==> config.mk <==
export PLATFORM = sky130hd
export DESIGN_NAME = fb_arbiter_flat
export DESIGN_NICKNAME = d
export VERILOG_FILES = /design/src/rtl/fb_arbiter_if.sv /design/src/rtl/fb_arbiter.sv /design/src/flat_wrapper.sv
export SDC_FILE = /design/constraint.sdc
export NUM_CORES = 1
export LEC_CHECK = 0
export BUFFER_PORTS_ARGS = -buffer_cell sky130_fd_sc_hd__buf_2
export CAP_MARGIN = 20
export CELL_PAD_IN_SITES_DETAIL_PLACEMENT = 1
export CELL_PAD_IN_SITES_GLOBAL_PLACEMENT = 1
export CORE_MARGIN = 2
export CORE_UTILIZATION = 43
export CTS_CLUSTER_DIAMETER = 120
export DETAILED_ROUTE_END_ITERATION = 8
export GPL_TIMING_DRIVEN = 0
export PLACE_DENSITY = 0.76
export SLEW_MARGIN = 40
export SYNTH_ARGS = -nofsm -noshare
export SYNTH_HDL_FRONTEND = slang
export SYNTH_SLANG_ARGS = --single-unit
==> constraint.sdc <==
create_clock -name clk -period 10 [get_ports clk]
set_clock_uncertainty 0.1 [all_clocks]
set_input_delay 1.5 -clock clk [delete_from_list [all_inputs] [get_ports clk]]
set_output_delay 1.5 -clock clk [all_outputs]
set_load 0.01 [all_outputs]
==> src/rtl/fb_arbiter_if.sv <==
// fb_arbiter_if: single-port frame-buffer RAM port shared by the arbiter (master) and the BRAM (slave)
interface fb_arbiter_if #(
    parameter int c_nb_addr = 15,
    parameter int c_nb_data = 12
);
    logic                 we;
    logic [c_nb_addr-1:0] addr;
    logic [c_nb_data-1:0] wdata;
    logic [c_nb_data-1:0] rdata;
    modport master (output we, addr, wdata, input rdata);
    modport slave (input we, addr, wdata, output rdata);
endinterface

==> src/rtl/fb_arbiter.sv <==
// fb_arbiter: VGA reads own their slot, camera writes queue in a FIFO and drain into the free cycles
module fb_arbiter #(
    parameter int c_img_cols   = 160,
    parameter int c_img_rows   = 120,
    parameter int c_nb_addr    = 15,
    parameter int c_nb_data    = 12,
    parameter int c_fifo_depth = 4
) (
    input  logic                 rst,
    input  logic                 clk,
    input  logic                 vga_new_pxl_i,
    input  logic                 vga_visible_i,
    input  logic [9:0]           vga_col_i,
    input  logic [9:0]           vga_row_i,
    input  logic                 cam_we_i,
    input  logic [c_nb_addr-1:0] cam_addr_i,
    input  logic [c_nb_data-1:0] cam_data_i,
    output logic                 cam_ovf_o,
    output logic [c_nb_data-1:0] pxl_rgb_o,
    fb_arbiter_if.master         mem
);
    localparam int PW = $clog2(c_fifo_depth);
    localparam int CW = PW + 1;

    logic                 slot_q, rd_pend_q, blank_pend_q, cam_ovf_q;
    logic [c_nb_data-1:0] pxl_rgb_q;
    logic [PW-1:0]        wr_q, rd_q;
    logic [CW-1:0]        cnt_q, cnt_d;
    logic [c_nb_addr-1:0] fifo_addr_q [c_fifo_depth];
    logic [c_nb_data-1:0] fifo_data_q [c_fifo_depth];
    logic                 in_img, rd_slot, pop, push;
    logic [c_nb_addr-1:0] rd_addr;

    assign in_img  = vga_visible_i && vga_col_i < 10'(c_img_cols) && vga_row_i < 10'(c_img_rows);
    assign rd_slot = slot_q && in_img;
    assign rd_addr = c_nb_addr'(32'(vga_row_i) * c_img_cols + 32'(vga_col_i));
    // a full FIFO still accepts a push when the head leaves in the same cycle
    assign pop     = !rd_slot && cnt_q != '0;
    assign push    = cam_we_i && (cnt_q < CW'(c_fifo_depth) || pop);
    assign cnt_d   = cnt_q + CW'(push) - CW'(pop);

    assign mem.we    = pop;
    assign mem.addr  = rd_slot ? rd_addr : pop ? fifo_addr_q[rd_q] : '0;
    assign mem.wdata = pop ? fifo_data_q[rd_q] : '0;
    assign cam_ovf_o = cam_ovf_q;
    assign pxl_rgb_o = pxl_rgb_q;

    always_ff @(posedge clk or posedge rst) begin
        if (rst) begin
            slot_q       <= 1'b0;
            rd_pend_q    <= 1'b0;
            blank_pend_q <= 1'b0;
            cam_ovf_q    <= 1'b0;
            pxl_rgb_q    <= '0;
            wr_q         <= '0;
            rd_q         <= '0;
            cnt_q        <= '0;
        end else begin
            slot_q       <= vga_new_pxl_i;
            rd_pend_q    <= rd_slot;
            blank_pend_q <= slot_q && !in_img;
            cnt_q        <= cnt_d;
            if (push) wr_q <= wr_q + PW'(1);
            if (pop) rd_q <= rd_q + PW'(1);
            if (cam_we_i && !push) cam_ovf_q <= 1'b1;
            if (rd_pend_q) pxl_rgb_q <= mem.rdata;
            else if (blank_pend_q) pxl_rgb_q <= '0;
        end
    end

    always_ff @(posedge clk) begin
        if (push) begin
            fifo_addr_q[wr_q] <= cam_addr_i;
            fifo_data_q[wr_q] <= cam_data_i;
        end
    end
endmodule

==> src/flat_wrapper.sv <==
// flat-port wrapper written by rule: the top's interface ports become plain ports
module fb_arbiter_flat 
#(
    parameter int c_img_cols   = 160,
    parameter int c_img_rows   = 120,
    parameter int c_nb_addr    = 15,
    parameter int c_nb_data    = 12,
    parameter int c_fifo_depth = 4
)
  (rst, clk, vga_new_pxl_i, vga_visible_i, vga_col_i, vga_row_i, cam_we_i, cam_addr_i, cam_data_i, cam_ovf_o, pxl_rgb_o, mem_we, mem_addr, mem_wdata, mem_rdata);
  fb_arbiter_if #(.c_nb_addr(c_nb_addr), .c_nb_data(c_nb_data)) mem_i ();
  input  logic rst;
  input  logic clk;
  input  logic vga_new_pxl_i;
  input  logic vga_visible_i;
  input  logic [9:0] vga_col_i;
  input  logic [9:0] vga_row_i;
  input  logic cam_we_i;
  input  logic [c_nb_addr-1:0] cam_addr_i;
  input  logic [c_nb_data-1:0] cam_data_i;
  output logic cam_ovf_o;
  output logic [c_nb_data-1:0] pxl_rgb_o;
  output wire logic [$bits(mem_i.we)-1:0] mem_we;
  output wire logic [$bits(mem_i.addr)-1:0] mem_addr;
  output wire logic [$bits(mem_i.wdata)-1:0] mem_wdata;
  input wire logic [$bits(mem_i.rdata)-1:0] mem_rdata;
  assign mem_we = mem_i.we;
  assign mem_addr = mem_i.addr;
  assign mem_wdata = mem_i.wdata;
  assign mem_i.rdata = mem_rdata;
  fb_arbiter #(.c_img_cols(c_img_cols), .c_img_rows(c_img_rows), .c_nb_addr(c_nb_addr), .c_nb_data(c_nb_data), .c_fifo_depth(c_fifo_depth)) u_core (.rst(rst), .clk(clk), .vga_new_pxl_i(vga_new_pxl_i), .vga_visible_i(vga_visible_i), .vga_col_i(vga_col_i), .vga_row_i(vga_row_i), .cam_we_i(cam_we_i), .cam_addr_i(cam_addr_i), .cam_data_i(cam_data_i), .cam_ovf_o(cam_ovf_o), .pxl_rgb_o(pxl_rgb_o), .mem(mem_i));
endmodule
==> flow_summary.toml <==
[sta]
period_share_pct = 57.9
holdWs_ns = 0.369
finalHoldViolations = 0
rsz0062_at_grt = "false"
final.setup.tns_ns = 0
max_freq_ghz = 0.173
setup_viol = 0
relSlewSlack_pct = 53.1
min_period_ns = 5.79
tightest_slew_ns = 0.703
drv_slew = 0

[clock_tree]
cts_resized = 0
cts.root.buffer_cell = "clkbuf_16"
clkLatencyLatePin_ns = 0.40
cts-hold-fix-buffers = 0
cts_setup_buffers = 0
cts_tree = "yes"
h-tree-depth = 4
clkTransAtPathRegs_ns = 0.06
cts_sinks = 131
cts_buffers = 17
max-clock-path-buffers = 2

[yosys]
yosys_warnings = 0
synth_seq_cells = 131
ys_types = 40
yosys.area.top_type = "edfxtp_1"
post_synth.cell_area_avg_sq_um = 17.0
synth.most_common_cell = "edfxtp_1"
synth_nets = 432
synth_common_cells = "edfxtp_1, mux4_2, ha_1"
netlist_top_cells_area = "edfxtp_1, mux4_2, dfrtp_1, ha_1, xnor2_1"
syn-cell-area_sq_um = 5780
synthFlopType = "edfxtp_1"
async_flop_share_pct = 17.6
synth_top_area_share_pct = 56.1
synth_edf_count = 108
ys_seq_area_share_pct = 66.0
postSynthCellCount = 341

[drt]
drc = 0
drt_iter0_markers = 195
finalWirelength_um = 13000
firstDrtPassIters = 4
routed_via_density = 5.20
antenna_left = 0
vias = 3415
avgRoutedWirePerCell_um = 19.9

[floorplanning]
start_util_pct = 43.8
die_h_um = 120
core-area_sq_um = 13200
row_count = 42
die_w_um = 120
dieArea_sq_um = 14400
pin_count = 105

[hold_path]
whs_path_depth = 1
hp-start = "u_core.cam_ovf_o"
hp-class = "reg2reg"
min_delay_worst_endpoint = "u_core.cam_ovf_o"

[power]
p_sw_share_pct = 30.6
ir_drop_v = 0.000144
comb_power_share_pct = 34.4
p_seq_share_pct = 37.6
switching_power_uw = 596
powerDensity_nw_per_um2 = 273
leakage_nw = 2.82
intPower_mw = 1.35
pwr-share-clk_pct = 28.0

[flow_run]
maxCapViolCount = 0

[setup_path]
end_kind = "primary output"
arrival_ns = 4.19
reg2reg_from = "u_core.cnt_q[1]"
critPathKind = "in2out"
cp_data_required_time_ns = 8.40
critPathLaunch = "vga_row_i[1]"
rr_worst_depth = 11
rrSetupSlack_ns = 6.66
start_kind = "primary input"
path_max_fanout = 3
reg2reg_to = "u_core.cnt_q[2]"

[place]
detailed_place_hpwl_um = 9120
routabilityCongestion = 0.762
io_buffers = 104

[final_layout]
fin_nets = 559
synthToLayoutAreaGrowth_pct = 23.7
final_util_pct = 54.2
drive_gt1_share_pct = 36.0

[global_routing]
grt_pass1_wl_um = 20800
grt_pass1_vias = 3858
grt_usage_pct = 19.3
grt_max_degree = 24
grt-ovfl-total = 0
antenna_found_initial = 1

[outcome]
status = "finished clean"
[power groups by stage]
stage | clock, mW | combinational, mW | sequential (mW)
floorplan | 0 | 0.431 | 0.731
global placement | 0 | 0.625 | 0.737
detailed placement | 0 | 0.676 | 0.743
CTS | 0.559 | 0.685 | 0.734
global route | 0.581 | 0.736 | 0.741
finish | 0.547 | 0.670 | 0.733
[kinds of logic (layout without fill, tap and decap cells)]
family          count (synthesis)  count (layout)  synth area share [%]
mux                            28              28                  10.7
fa+ha+maj                      27              27                  6.23
other cells                     0               1                     0
flops                         131             131                  66.0
simple gates                   55              55                  4.98
xor+xnor                       19              19                  3.12
buf+inv                        27             166                  1.82
compound gates                 54              54                  7.14
[cell usage in the layout (no fill, tap or decap), types with 3 or more instances in the layout]
cell	instances
clkbuf_1	16
clkbuf_16	17
ha_1	24
xnor2_1	14
mux4_2	27
a211oi_1	3
and2_1	12
clkinv_2	3
nand2b_1	6
a21oi_1	4
buf_16	4
fa_1	3
and2_2	4
dfrtp_1	23
xor2_1	4
edfxtp_1	108
o21ai_0	18
inv_1	13
nand2_1	15
a22o_1	13
nor2_1	7
o21bai_1	3
buf_2	107
[final cells by class]
cell class                 count  area [sq um]
clock inverter                 7          60.1
multi-input combinational    183          1860
clock buffer                  24           452
buffer                        13          52.6
antenna                        1          2.50
inverter                      14          52.6
sequential                   131          3820
timing repair buffer         108           631
tap                          176           220
fill                        1305          6040
[routing by layer]
metal | wire length (um) | GRT usage [%] | vias up
met5 | 0 | 0 | -
met4 | 140 | 5.00 | 0
met3 | 604 | 6.32 | 11
met2 | 6850 | 33.0 | 82
met1 | 5460 | 23.8 | 1740
li1 | - | - | 1582
[stage by stage]
stage	cells	instance area, sq um	power, mW	setup slack, ns
after floorplan	341	5780	1.16	4.67
after global placement	621	6520	1.36	4.26
after detailed placement	625	6640	1.42	4.21
after CTS	656	7150	1.98	4.21
after global routing	657	7150	2.06	4.03
final	657	7150	1.95	4.21
[registers in the layout, summed over array words and instances, names as in the netlist]
name and count:
u_core.wr_q 2, u_core.rd_pend_q 1, u_core.rd_q 2, u_core.cnt_q 3
u_core.blank_pend_q 1, u_core.cam_ovf_o 1, u_core.slot_q 1, u_core.pxl_rgb_o 12
u_core.fifo_addr_q 60, u_core.fifo_data_q 48
[worst max path at each step]
stage	endpoint	slack, ns	cells past startpoint
2_1_floorplan	mem_addr[14]	4.67	9
3_3_place_gp	mem_addr[13]	4.26	12
3_5_place_dp	mem_addr[13]	4.21	12
4_1_cts	mem_addr[13]	4.21	12
5_1_grt	mem_addr[13]	4.03	12
6_report	mem_addr[13]	4.21	12
[worst max-delay path, stage by stage]
cell	delay, ns
buf_2	0.13
ha_1	0.29
ha_1	0.23
fa_1	0.46
ha_1	0.33
o21a_1	0.12
o31a_1	0.14
o21bai_1	0.11
nor3_1	0.24
xnor3_1	0.30
a22o_1	0.19
buf_2	0.14
No activity file was read; power rests on OpenSTA's default activity.
